**src/rtl/pipe_ctrl_pkg.sv**
```systemverilog
// Shared definitions for the pipeline hazard controller: defaults, FSM encoding, control bundle.
// Latency: n/a (types and constants only); backpressure: n/a.
package pipe_ctrl_pkg;

  localparam int REG_ADDR_W_DEF  = 4;
  localparam int MEM_TIMEOUT_DEF = 255;

  localparam logic [1:0] ST_RUN      = 2'd0;
  localparam logic [1:0] ST_MEM_WAIT = 2'd1;
  localparam logic [1:0] ST_ERROR    = 2'd2;

  typedef struct packed {
    logic pc_en;
    logic if_of_en;
    logic of_ex_en;
    logic ex_ma_en;
    logic if_of_flush;
    logic of_ex_bubble;
    logic ma_rw_bubble;
  } ctrl_t;

  localparam ctrl_t CTRL_DEFAULT   = '{1'b1, 1'b1, 1'b1, 1'b1, 1'b0, 1'b0, 1'b0};
  // Whole pipe frozen, MA result replaced by a NOP.
  localparam ctrl_t CTRL_MEM_STALL = '{1'b0, 1'b0, 1'b0, 1'b0, 1'b0, 1'b0, 1'b1};

endpackage

```
**src/rtl/hazard_detect.sv**
```systemverilog
// Load-use comparator: OF sources against a load's destination in EX.
// Latency: combinational; backpressure: none.
module hazard_detect
  import pipe_ctrl_pkg::*;
#(
  parameter int REG_ADDR_W = REG_ADDR_W_DEF
) (
  input  logic [REG_ADDR_W-1:0] id_rs1,
  input  logic [REG_ADDR_W-1:0] id_rs2,
  input  logic                  id_uses_rs1,
  input  logic                  id_uses_rs2,
  input  logic                  ex_is_load,
  input  logic                  ex_wb_en,
  input  logic [REG_ADDR_W-1:0] ex_rd,
  output logic                  load_use
);

  // Identical rs1/rs2 collapse into one OR term, so they cost a single stall.
  assign load_use = ex_is_load & ex_wb_en &
                    ((id_uses_rs1 & (id_rs1 == ex_rd)) |
                     (id_uses_rs2 & (id_rs2 == ex_rd)));

endmodule

```
**src/rtl/pipeline_hazard_ctrl.sv**
```systemverilog
// Pipeline enables/flushes for load-use, taken branch and MA memory stall, with memory timeout.
// Latency: outputs combinational from state+inputs; memory stall freezes all stages until ma_mem_ready.
module pipeline_hazard_ctrl
  import pipe_ctrl_pkg::*;
#(
  parameter int REG_ADDR_W  = REG_ADDR_W_DEF,
  parameter int MEM_TIMEOUT = MEM_TIMEOUT_DEF
) (
  input  logic                  clk,
  input  logic                  rst_n,
  input  logic [REG_ADDR_W-1:0] id_rs1,
  input  logic [REG_ADDR_W-1:0] id_rs2,
  input  logic                  id_uses_rs1,
  input  logic                  id_uses_rs2,
  input  logic                  ex_is_load,
  input  logic                  ex_wb_en,
  input  logic [REG_ADDR_W-1:0] ex_rd,
  input  logic                  ex_branch_taken,
  input  logic                  ma_mem_req,
  input  logic                  ma_mem_ready,
  output logic                  pc_en,
  output logic                  if_of_en,
  output logic                  of_ex_en,
  output logic                  ex_ma_en,
  output logic                  if_of_flush,
  output logic                  of_ex_bubble,
  output logic                  ma_rw_bubble,
  output logic                  mem_timeout,
  output logic [15:0]           stall_cycles
);

  // Counter value at which the next still-waiting edge reaches MEM_TIMEOUT.
  localparam logic [7:0] TIMEOUT_LAST = 8'(MEM_TIMEOUT - 1);

  logic [1:0] state;
  logic [1:0] state_nxt;
  logic [7:0] wait_cnt;
  logic       load_use;
  logic       mem_stall;
  ctrl_t      ctrl;

  hazard_detect #(
    .REG_ADDR_W (REG_ADDR_W)
  ) u_hazard_detect (
    .id_rs1      (id_rs1),
    .id_rs2      (id_rs2),
    .id_uses_rs1 (id_uses_rs1),
    .id_uses_rs2 (id_uses_rs2),
    .ex_is_load  (ex_is_load),
    .ex_wb_en    (ex_wb_en),
    .ex_rd       (ex_rd),
    .load_use    (load_use)
  );

  assign mem_stall = ma_mem_req & ~ma_mem_ready;

  always_comb begin
    ctrl      = CTRL_DEFAULT;
    state_nxt = state;
    // While reset is held the pipe sees plain defaults, whatever the inputs say.
    if (rst_n) begin
      case (state)
        ST_RUN: begin
          if (mem_stall) begin
            ctrl      = CTRL_MEM_STALL;
            state_nxt = ST_MEM_WAIT;
          end else if (ex_branch_taken) begin
            ctrl.if_of_flush  = 1'b1;
            ctrl.of_ex_bubble = 1'b1;
          end else if (load_use) begin
            ctrl.pc_en        = 1'b0;
            ctrl.if_of_en     = 1'b0;
            ctrl.of_ex_bubble = 1'b1;
          end
        end
        ST_MEM_WAIT: begin
          if (ma_mem_ready) begin
            state_nxt = ST_RUN;
          end else begin
            ctrl = CTRL_MEM_STALL;
            if (wait_cnt == TIMEOUT_LAST) state_nxt = ST_ERROR;
          end
        end
        default: ctrl = CTRL_MEM_STALL;
      endcase
    end
  end

  always_ff @(posedge clk or negedge rst_n) begin
    if (!rst_n) begin
      state        <= ST_RUN;
      wait_cnt     <= 8'd0;
      stall_cycles <= 16'd0;
    end else begin
      state <= state_nxt;
      if (state == ST_MEM_WAIT) wait_cnt <= wait_cnt + 8'd1;
      else                      wait_cnt <= 8'd0;
      if (!ctrl.pc_en && stall_cycles != 16'hFFFF) stall_cycles <= stall_cycles + 16'd1;
    end
  end

  assign pc_en        = ctrl.pc_en;
  assign if_of_en     = ctrl.if_of_en;
  assign of_ex_en     = ctrl.of_ex_en;
  assign ex_ma_en     = ctrl.ex_ma_en;
  assign if_of_flush  = ctrl.if_of_flush;
  assign of_ex_bubble = ctrl.of_ex_bubble;
  assign ma_rw_bubble = ctrl.ma_rw_bubble;
  // ERROR is only left through reset, so this flag is sticky by construction.
  assign mem_timeout  = (state == ST_ERROR);

endmodule

```
**config.mk**
```make
export PLATFORM = sky130hd
export DESIGN_NAME = pipeline_hazard_ctrl
export DESIGN_NICKNAME = d
export VERILOG_FILES = /design/src/rtl/pipe_ctrl_pkg.sv /design/src/rtl/hazard_detect.sv /design/src/rtl/pipeline_hazard_ctrl.sv
export SDC_FILE = /design/constraint.sdc
export NUM_CORES = 1
export LEC_CHECK = 0
export CORE_MARGIN = 3
export CORE_UTILIZATION = 45
export DETAILED_ROUTE_END_ITERATION = 10
export GPL_TIMING_DRIVEN = 0
export PLACE_DENSITY = 0.76
export SYNTH_ARGS = -nofsm -noshare
export SYNTH_HDL_FRONTEND = slang
export SYNTH_SLANG_ARGS = --single-unit
```
**constraint.sdc**
```tcl
create_clock -name clk -period 3.5 [get_ports clk]
set_input_delay 1.05 -clock clk [delete_from_list [all_inputs] [get_ports clk]]
set_output_delay 1.05 -clock clk [all_outputs]
set_load 0.01 [all_outputs]
```
# Yosys cells after proc, flatten, opt, wreduce, memory -nomap -nowiden
# Index checks and enable logic that the tools add are counted.
[op_classes]
addsub = 2
n_mul = 0
n_div = 0
n_lt_le_gt_ge = 0
n_eq_ne = 8
shifts = 0
muxes = 17
bitwise_logic = 7
reduce_logical = 5
[op_table]
columns = ["op", "n"]
rows = [
  ["$add 16x1->16 const B", 1],
  ["$mux 2", 8],
  ["$ne 16x16->1 const B", 1],
  ["$mux 7", 2],
  ["$pmux 7 s2", 1],
  ["$add 8x1->8 const B", 1],
  ["$eq 4x4->1", 2],
  ["$eq 8x8->1 const B", 1],
  ["$mux 8", 1],
  ["$and 1x1->1", 5],
  ["$mux 1", 4],
  ["$pmux 2 s2", 1],
  ["$reduce_and 4->1", 1],
  ["$ne 3x3->1 const B", 1],
  ["$eq 2x1->1 const B", 1],
  ["$eq 2x2->1 const B", 1],
  ["$logic_not 2->1", 1],
  ["$ne 2x2->1 const B", 1],
  ["$reduce_bool 2->1", 1],
  ["$logic_and 1x1->1", 1],
  ["$logic_not 1->1", 1],
  ["$not 1->1", 1],
  ["$or 1x1->1", 1],
]
[word_totals]
reg_bits = 26
latchBits = 0
mem_bits_rw = 0
mem_bits_ro = 0
in_bits = 21
out_inout_bits = 24
n_memories = 0

# Depth between registers and ports, before layout
# Gate-level depths: netlist of run 1.
[depth]
ltp_word = 11
ltp_mapped = 7
ltp_nobuf = 6

# Cells and area by module
# Synthesis of run 1 repeated with hierarchy kept, for this count alone.
[unflattened]
hier_cells = 131
hier_area_um2 = 1417.6
[modules_own_cells]
columns = ["mod", "n_inst", "cells_per_inst", "area_per_inst_um2", "seq_area_each_um2"]
rows = [
  ["pipeline_hazard_ctrl", 1, 119, 1318.8, 650.6],
  ["hazard_detect", 1, 12, 98.8, 0.0],
]

# Worst setup path before layout of run 1
# No wires, ideal clock.
[synth_timing]
path_type = "in2out"
from = "input port ex_rd[1]"
to = "output port pc_en"
arrival_time_ps = 2277
slack_ps = 173
cell_stages = 6
path_buffers = 2
cell_sequence = "xnor2_1 nand4_1 o32a_4 buf_4 and2_1 buf_4"
[synth_between]
elab_chain_len = 9
word_cells_on_any_way = 11
cone_classes = "2 x eq/ne; 5 x mux; 4 x bitwise"
[synth_rtl]
columns = ["item", "line_no", "source"]
rows = [
  ["start, declared", "pipeline_hazard_ctrl.sv:17", "input logic [REG_ADDR_W-1:0] ex_rd,"],
  ["$eq 4x4->1 (on tied branches)", "hazard_detect.sv:20, hazard_detect.sv:21", ""],
  ["$and 1x1->1 (on tied branches)", "hazard_detect.sv:20, hazard_detect.sv:21", ""],
  ["$or 1x1->1 (*)", "hazard_detect.sv:20", "((id_uses_rs1 & (id_rs1 == ex_rd)) |"],
  ["$and 1x1->1 (*)", "hazard_detect.sv:19", "assign load_use = ex_is_load & ex_wb_en &"],
  ["$mux 2 (*)", "pipeline_hazard_ctrl.sv:70", "end else if (load_use) begin"],
  ["$mux 2 (*)", "pipeline_hazard_ctrl.sv:67", "end else if (ex_branch_taken) begin"],
  ["$mux 2 (*)", "pipeline_hazard_ctrl.sv:64", "if (mem_stall) begin"],
  ["$pmux 7 s2 (*)", "pipeline_hazard_ctrl.sv:62", "case (state)"],
  ["$mux 7 (*)", "pipeline_hazard_ctrl.sv:61", "if (rst_n) begin"],
  ["end, declared", "pipeline_hazard_ctrl.sv:21", "output logic pc_en,"],
]
# Mark *: on every way between the ends. The rest lies on a longest branch, timed or not.

# Final worst setup path of run 1
[layout_timing]
from = "input port id_uses_rs1"
to = "output port pc_en"
[layout_between]
elab_chain_len = 8
[layout_rtl]
columns = ["item", "line_no", "source"]
rows = [
  ["start, declared", "pipeline_hazard_ctrl.sv:13", "input logic id_uses_rs1,"],
  ["$and 1x1->1", "hazard_detect.sv:20", ""],
  ["$or 1x1->1", "hazard_detect.sv:20", ""],
  ["$and 1x1->1", "hazard_detect.sv:19", ""],
  ["$mux 2", "pipeline_hazard_ctrl.sv:70", ""],
  ["$mux 2", "pipeline_hazard_ctrl.sv:67", ""],
  ["$mux 2", "pipeline_hazard_ctrl.sv:64", ""],
  ["$pmux 7 s2", "pipeline_hazard_ctrl.sv:62", ""],
  ["$mux 7", "pipeline_hazard_ctrl.sv:61", ""],
]
# Every way passes these cells.

==> results of run 1 <==
[layer usage]
metal	vias to the layer above	global-route usage (%)	part of all wire [%]	routed length, um
li1	658	-	-	-
met1	690	24.3	41	1580
met2	58	34.2	52	2010
met3	2	4.85	6.0	228
met4	0	5.54	0.44	17
met5	-	0	0	0
[metrics by stage]
stage	power (W)	util, %	setup TNS, ns
final	0.000873	69.1	0
after global routing	0.000923	69.1	-0.0180
after CTS	0.000872	67.6	-0.146
after detailed placement	0.000663	64.4	-16.74
after global placement	0.000652	64.4	-14.68
after floorplan	0.000512	-	0
[where the power goes]
group	switching [W]	internal, W
clock	0.0000989	0.000116
combinational	0.000107	0.000153
sequential	0.0000558	0.000343
[worst paths after layout]
kind / end / slack [ns] / cells after the start
max reg2reg: stall_cycles[13] / 1.33 / 8
min in group asynchronous: stall_cycles[12] / 0.55 / 1
max: pc_en / 0.02 / 7
min: stall_cycles[4] / 0.52 / 1
min reg2reg: stall_cycles[4] / 0.52 / 1
max in group asynchronous: stall_cycles[1] / 2.72 / 1
[critical path, cell delays in order]
cell                              delay (ns)
sky130_fd_sc_hd__clkdlybuf4s50_1        0.47
sky130_fd_sc_hd__and3_4                 0.19
sky130_fd_sc_hd__nand4_1                0.09
sky130_fd_sc_hd__o32a_4                 0.25
sky130_fd_sc_hd__and2_4                 0.14
sky130_fd_sc_hd__buf_4                  0.12
sky130_fd_sc_hd__buf_6                  0.11
[sequential cells by signal, indices dropped and copies added (netlist names)]
| signal | count |
|---|---|
| state | 2 |
| stall_cycles | 16 |
| wait_cnt | 8 |
[cells in the final DEF (no fill, tap or decap), types with 4 or more instances in the layout]
cell                              instances
sky130_fd_sc_hd__buf_4                   11
sky130_fd_sc_hd__nor2_1                  12
sky130_fd_sc_hd__a211oi_2                 5
sky130_fd_sc_hd__nand2_1                 15
sky130_fd_sc_hd__xor2_1                  15
sky130_fd_sc_hd__nand3_1                 11
sky130_fd_sc_hd__dlygate4sd2_1            8
sky130_fd_sc_hd__mux2_2                   5
sky130_fd_sc_hd__dlymetal6s2s_1           8
sky130_fd_sc_hd__nand4_1                  7
sky130_fd_sc_hd__dfrtp_1                 26
sky130_fd_sc_hd__clkdlybuf4s50_1         21
sky130_fd_sc_hd__xnor2_1                  8
sky130_fd_sc_hd__a2111oi_2                4
[final cells by class]
| type | count | area [sq um] | area share [%] |
|---|---|---|---|
| clock buffers | 3 | 22.5 | 1.03 |
| well taps | 44 | 55.1 | 2.51 |
| flip-flops and latches | 26 | 651 | 29.6 |
| plain buffers | 4 | 31.3 | 1.42 |
| clock inverters | 1 | 30.0 | 1.37 |
| multi-input cells | 118 | 883 | 40.2 |
| repair buffers | 53 | 512 | 23.3 |
| inverters | 3 | 11.3 | 0.513 |
[kinds of logic after synthesis]
family | after synthesis | synth area share (%)
flops | 26 | 41.9
compound gates | 24 | 15.5
buf+inv | 8 | 2.98
xor+xnor | 24 | 13.5
fa+ha+maj | 3 | 2.42
simple gates | 62 | 20.1
mux | 5 | 3.63
[timing repair]
item	in CTS	in global routing
gates cloned	0	0
pin swaps	6	11
gates resized for setup	33	16
hold buffers	0	0
buffers inserted	8	1
setup endpoints to repair	21	3
==> metrics.txt, run 1 <==
result of the run=finished clean; number of CTS-inserted buffers=3; number of hold-slack violations in the final timing report=0; cell types with the highest counts after synthesis=sky130_fd_sc_hd__dfrtp_1, sky130_fd_sc_hd__nand2_1, sky130_fd_sc_hd__xor2_1; worst setup timing slack at the placement stage=-1.74 ns; total number of clock tree sinks=26; number of flip-flops and latches in the synthesized netlist=26; max-capacitance violation count=0; most frequent cell after synthesis=sky130_fd_sc_hd__dfrtp_1; top cells by area, synth=sky130_fd_sc_hd__dfrtp_1, sky130_fd_sc_hd__xor2_1, sky130_fd_sc_hd__xnor2_1; number of synthesized flops with an enable pin=0; post-synthesis to final-layout area growth=41.4%; horizontal die dimension=64.7 um; crit path launch=id_uses_rs1; IR drop worst, VDD=roughly 270 uV; first-pass iteration count of the detailed router=4; maximum number of pins on one net before global-route repair=31; Tmin final=around 3.5 ns; ant diodes=0; Seq/Total Area, Yosys=between 40% and 50%; net count reported at finish=roughly 230; synthesized cell area=roughly 1600 sq um; number of buffers between clock root and the deepest sink=2; vias in the first global route=1364; number of vias after detailed routing=about 1.4k; Req. time, crit path=2.45 ns; actual slew at the worst max-slew pin=0.402 ns; Gate Count Post-Synth=around 150; Die Outline Area=4190 sq um; count of unique library cells instantiated by Yosys=35; GRT overflow=0; worst hold path type=reg -> reg; total number of yosys warnings=0; Setup Viol. Count Final=0; Die Y=about 65 um; final clock skew=~0.0070 ns; post-synth top area share=a little over two fifths; final max-slew violation count=0; Final Instance Count excl. Fillers=252; num ports=45; half-perimeter wire length of the detailed placement result=between 2000 and 3000 um; launch point of the worst reg-to-reg path=state[0]; Inst Count DP=240; total DRC errors in the routed layout=0; GRT Util Overall=19.8%; starting utilization of the core area=between 40% and 50%; worst skew pair latency=0.34 ns; post-CTS clock slew at the launch and capture registers of the worst setup and hold paths=about 0.15 ns; cell type with the largest total area after synthesis=sky130_fd_sc_hd__dfrtp_1; part of the cycle the worst path needs=between 90% and 100%; post-route standard cell area excluding fillers=between 2000 and 2500 sq um; primary flip-flop cell chosen by synthesis mapping=sky130_fd_sc_hd__dfrtp_1; category of the most critical setup path=in -> out; crit path launch type=input pin; global-route wire length before repair=around 6500 um; Final WS setup=0.0238 ns; average cell area after synthesis=a little over 10 sq um; CTS tree=done; IO Port Bufs=44; tightest slew margin relative to the limit=roughly 73%; sum of routed wire length over all layers=3830 um; routability congestion estimate=0.877; placement-stage cell area=a little over 2000 sq um; number of fillers in the final layout=241; power density of the placed cells=398 nW/um^2; max frequency=about 0.29 GHz; CTS Root Buffer Type=sky130_fd_sc_hd__clkbuf_4; total number of H-tree levels=1; worst hold slack across all endpoints=about 0.52 ns; Crit Path Max Fanout=2; Crit path arrival time=2.43 ns; Placement Rows=20; fraction of final layout cells sized beyond drive strength 1=21.6%; leak pwr=~0.98 nW; Core ar.=~3200 sq um; antenna violations before repair=0; crit end category=output port; vias per std cell=5.59; average routed wire per standard cell=about 15 um; initial drt markers=45; min-delay src=stall_cycles[4]; async set or reset register ratio after synthesis=100%; post-route ant nets=0; nets in the synthesized netlist=176
No activity file was read; power rests on OpenSTA's default activity.
==> inputs of run 2 (changes only) <==
- SLEW_MARGIN: unset -> 20
==> run 2 against run 1 <==
  * Die area unchanged
  * Count of clock-buffer cells in the layout unchanged
  * Cell count up 1.6%
  * Non-clock buffer count up 4
  * Cell area grew 2.6%
==> metrics.txt, run 2 (same netlist as run 1, synthesis figures left out) <==
number of CTS-inserted buffers=3; crit path launch type=input pin; power density of the placed cells=roughly 390 nW/um^2; IO Port Bufs=44; most common cell after layout, fill and taps aside=sky130_fd_sc_hd__dfrtp_1; CTS tree=done; final clock skew=~0.017 ns; Placement Rows=20; antenna violations before repair=0; max frequency=between 0.2 and 0.3 GHz; num ports=between 40 and 50; Pwr Total=about 0.00088 W; worst hold path type=in -> async; number of vias after detailed routing=about 1.4k; Inst Count DP=240; tightest slew margin relative to the limit=between 70% and 80%; Crit Path Max Fanout=5; initial drt markers=between 40 and 50; sum of routed wire length over all layers=a little over 4000 um; IR drop worst, VDD=about 230 uV; part of the cycle the worst path needs=98.0%; total number of clock tree sinks=26; power share of the clock group=between 20% and 30%; cell internal pwr=about 0.00061 W; biggest cell delay along the critical path=~0.39 ns; category of the most critical setup path=in -> out; leading registers by flop count=stall_cycles (16), wait_cnt (8), state (2); max reg flops=16; number of hold-slack violations in the final timing report=0; post-CTS clock slew at the launch and capture registers of the worst setup and hold paths=around 0.16 ns; Req. time, crit path=2.45 ns; Die Outline Area=~4200 sq um; maximum number of pins on one net before global-route repair=31; crit end category=output port; total DRC errors in the routed layout=0; first-pass iteration count of the detailed router=4; net count reported at finish=about 240; leak pwr=1.04 nW; starting utilization of the core area=between 40% and 50%; total number of H-tree levels=1; switching share of power=between 30% and 40%; CTS Root Buffer Type=sky130_fd_sc_hd__clkbuf_4; Core ar.=between 3000 and 4000 sq um; Logic pwr share=30.1%; Crit path arrival time=2.38 ns; GRT overflow=0; Final Instance Count excl. Fillers=256; global-route wire length before repair=~6600 um; fraction of final layout cells sized beyond drive strength 1=between 20% and 30%; Tmin final=3.43 ns; number of buffers between clock root and the deepest sink=2; proportion of power drawn by flip-flops and latches=between 40% and 50%; actual slew at the worst max-slew pin=approximately 0.40 ns; worst skew pair latency=between 0.3 and 0.4 ns; register containing the most flip-flops in the final layout=stall_cycles; final max-slew violation count=0; most used cells in the layout excluding fill and tap cells=sky130_fd_sc_hd__dfrtp_1, sky130_fd_sc_hd__clkdlybuf4s50_1, sky130_fd_sc_hd__nand2_1, sky130_fd_sc_hd__xor2_1, sky130_fd_sc_hd__buf_4; average routed wire per standard cell=about 16 um; max-capacitance violation count=0; Die Y=64.7 um; routability congestion estimate=between 0.8 and 0.9; aggregate negative setup slack=0 ns; half-perimeter wire length of the detailed placement result=between 2000 and 3000 um; slowest cell on the critical path=sky130_fd_sc_hd__o32a_4; Setup Viol. Count Final=0; cts-stage hold buffer count=0; Psw=between 0.0002 and 0.0003 W; horizontal die dimension=between 60 and 70 um; cells along the critical path=dlygate4sd2_1, nand3b_1, nand2_1, o32a_4, and2_4, buf_4, buf_6; GRT Util Overall=around a fifth; post-route ant nets=0; ant diodes=0; post-synthesis to final-layout area growth=45.0%; vias per std cell=5.56; result of the run=finished clean; vias in the first global route=~1.4k
==> run 2: power groups by stage <==
stage / sequential, W / clock (W) / combinational (W)
floorplan: 0.000415 / 0 / 0.0000970
global placement: 0.000402 / 0 / 0.000250
detailed placement: 0.000404 / 0 / 0.000258
CTS: 0.000398 / 0.000216 / 0.000263
global route: 0.000407 / 0.000230 / 0.000285
finish: 0.000400 / 0.000215 / 0.000265
==> run 2: path summary, 6_finish.rpt <==
path	start	slack [ns]	cells after the start	to
hold reg to reg	stall_cycles[4]	0.53	1	stall_cycles[4]
hold / removal	rst_n	0.52	1	stall_cycles[12]
min in group clk	stall_cycles[4]	0.53	1	stall_cycles[4]
max in group asynchronous	rst_n	2.77	1	stall_cycles[0]
setup / recovery	ma_mem_ready	0.07	7	pc_en
setup reg to reg	state[0]	1.24	8	stall_cycles[13]
==> run 2: metrics by stage <==
| stage | area [sq um] | hold WS (ns) | worst slack (ns) | util, % |
|---|---|---|---|---|
| 3_3_place_gp | 2050 | 0.495 | -1.66 | 64.4 |
| 2_1_floorplan | 1550 | 0.494 | 0.173 | - |
| 5_1_grt | 2250 | 0.517 | -0.00639 | 70.9 |
| 4_1_cts | 2180 | 0.522 | -0.105 | 68.7 |
| 3_5_place_dp | 2040 | 0.491 | -0.866 | 64.3 |
| 6_report | 2250 | 0.517 | 0.0706 | 70.9 |
==> run 2: cell type report <==
type                            count  area [sq um]
Buffer                              4          31.3
Timing Repair Buffer               57           549
Clock inverter                      1          30.0
Inverter                            3          11.3
Multi-Input combinational cell    118           902
Fill cell                         238           926
Tap cell                           44          55.1
Clock buffer                        3          22.5
Sequential cell                    26           651
==> run 2: what timing repair did <==
action,CTS,global route
pin swaps,9,15
endpoints found under the setup margin,7,3
setup buffers,11,2
gates resized for setup,33,25
==> run 2: routing by layer <==
layer	vias to the layer above	routed length (um)	GRT usage, %
met5	-	0	0
met4	0	82	7.65
met3	9	226	3.47
met2	56	2110	36.1
met1	696	1610	24.1
li1	662	-	-
==> run 2: critical path: cells and delay by family <==
| family | cells | cell delay (ns) |
|---|---|---|
| AO/OA/AOI/OAI | 1 | 0.39 |
| buffers and inverters | 3 | 0.56 |
| AND/OR/NAND/NOR | 3 | 0.38 |
==> inputs of run 3 (changes only) <==
- HOLD_SLACK_MARGIN: unset -> 0.03
==> results of run 3 <==
The final DEF is identical to that of run 2; final timing and power are the same.
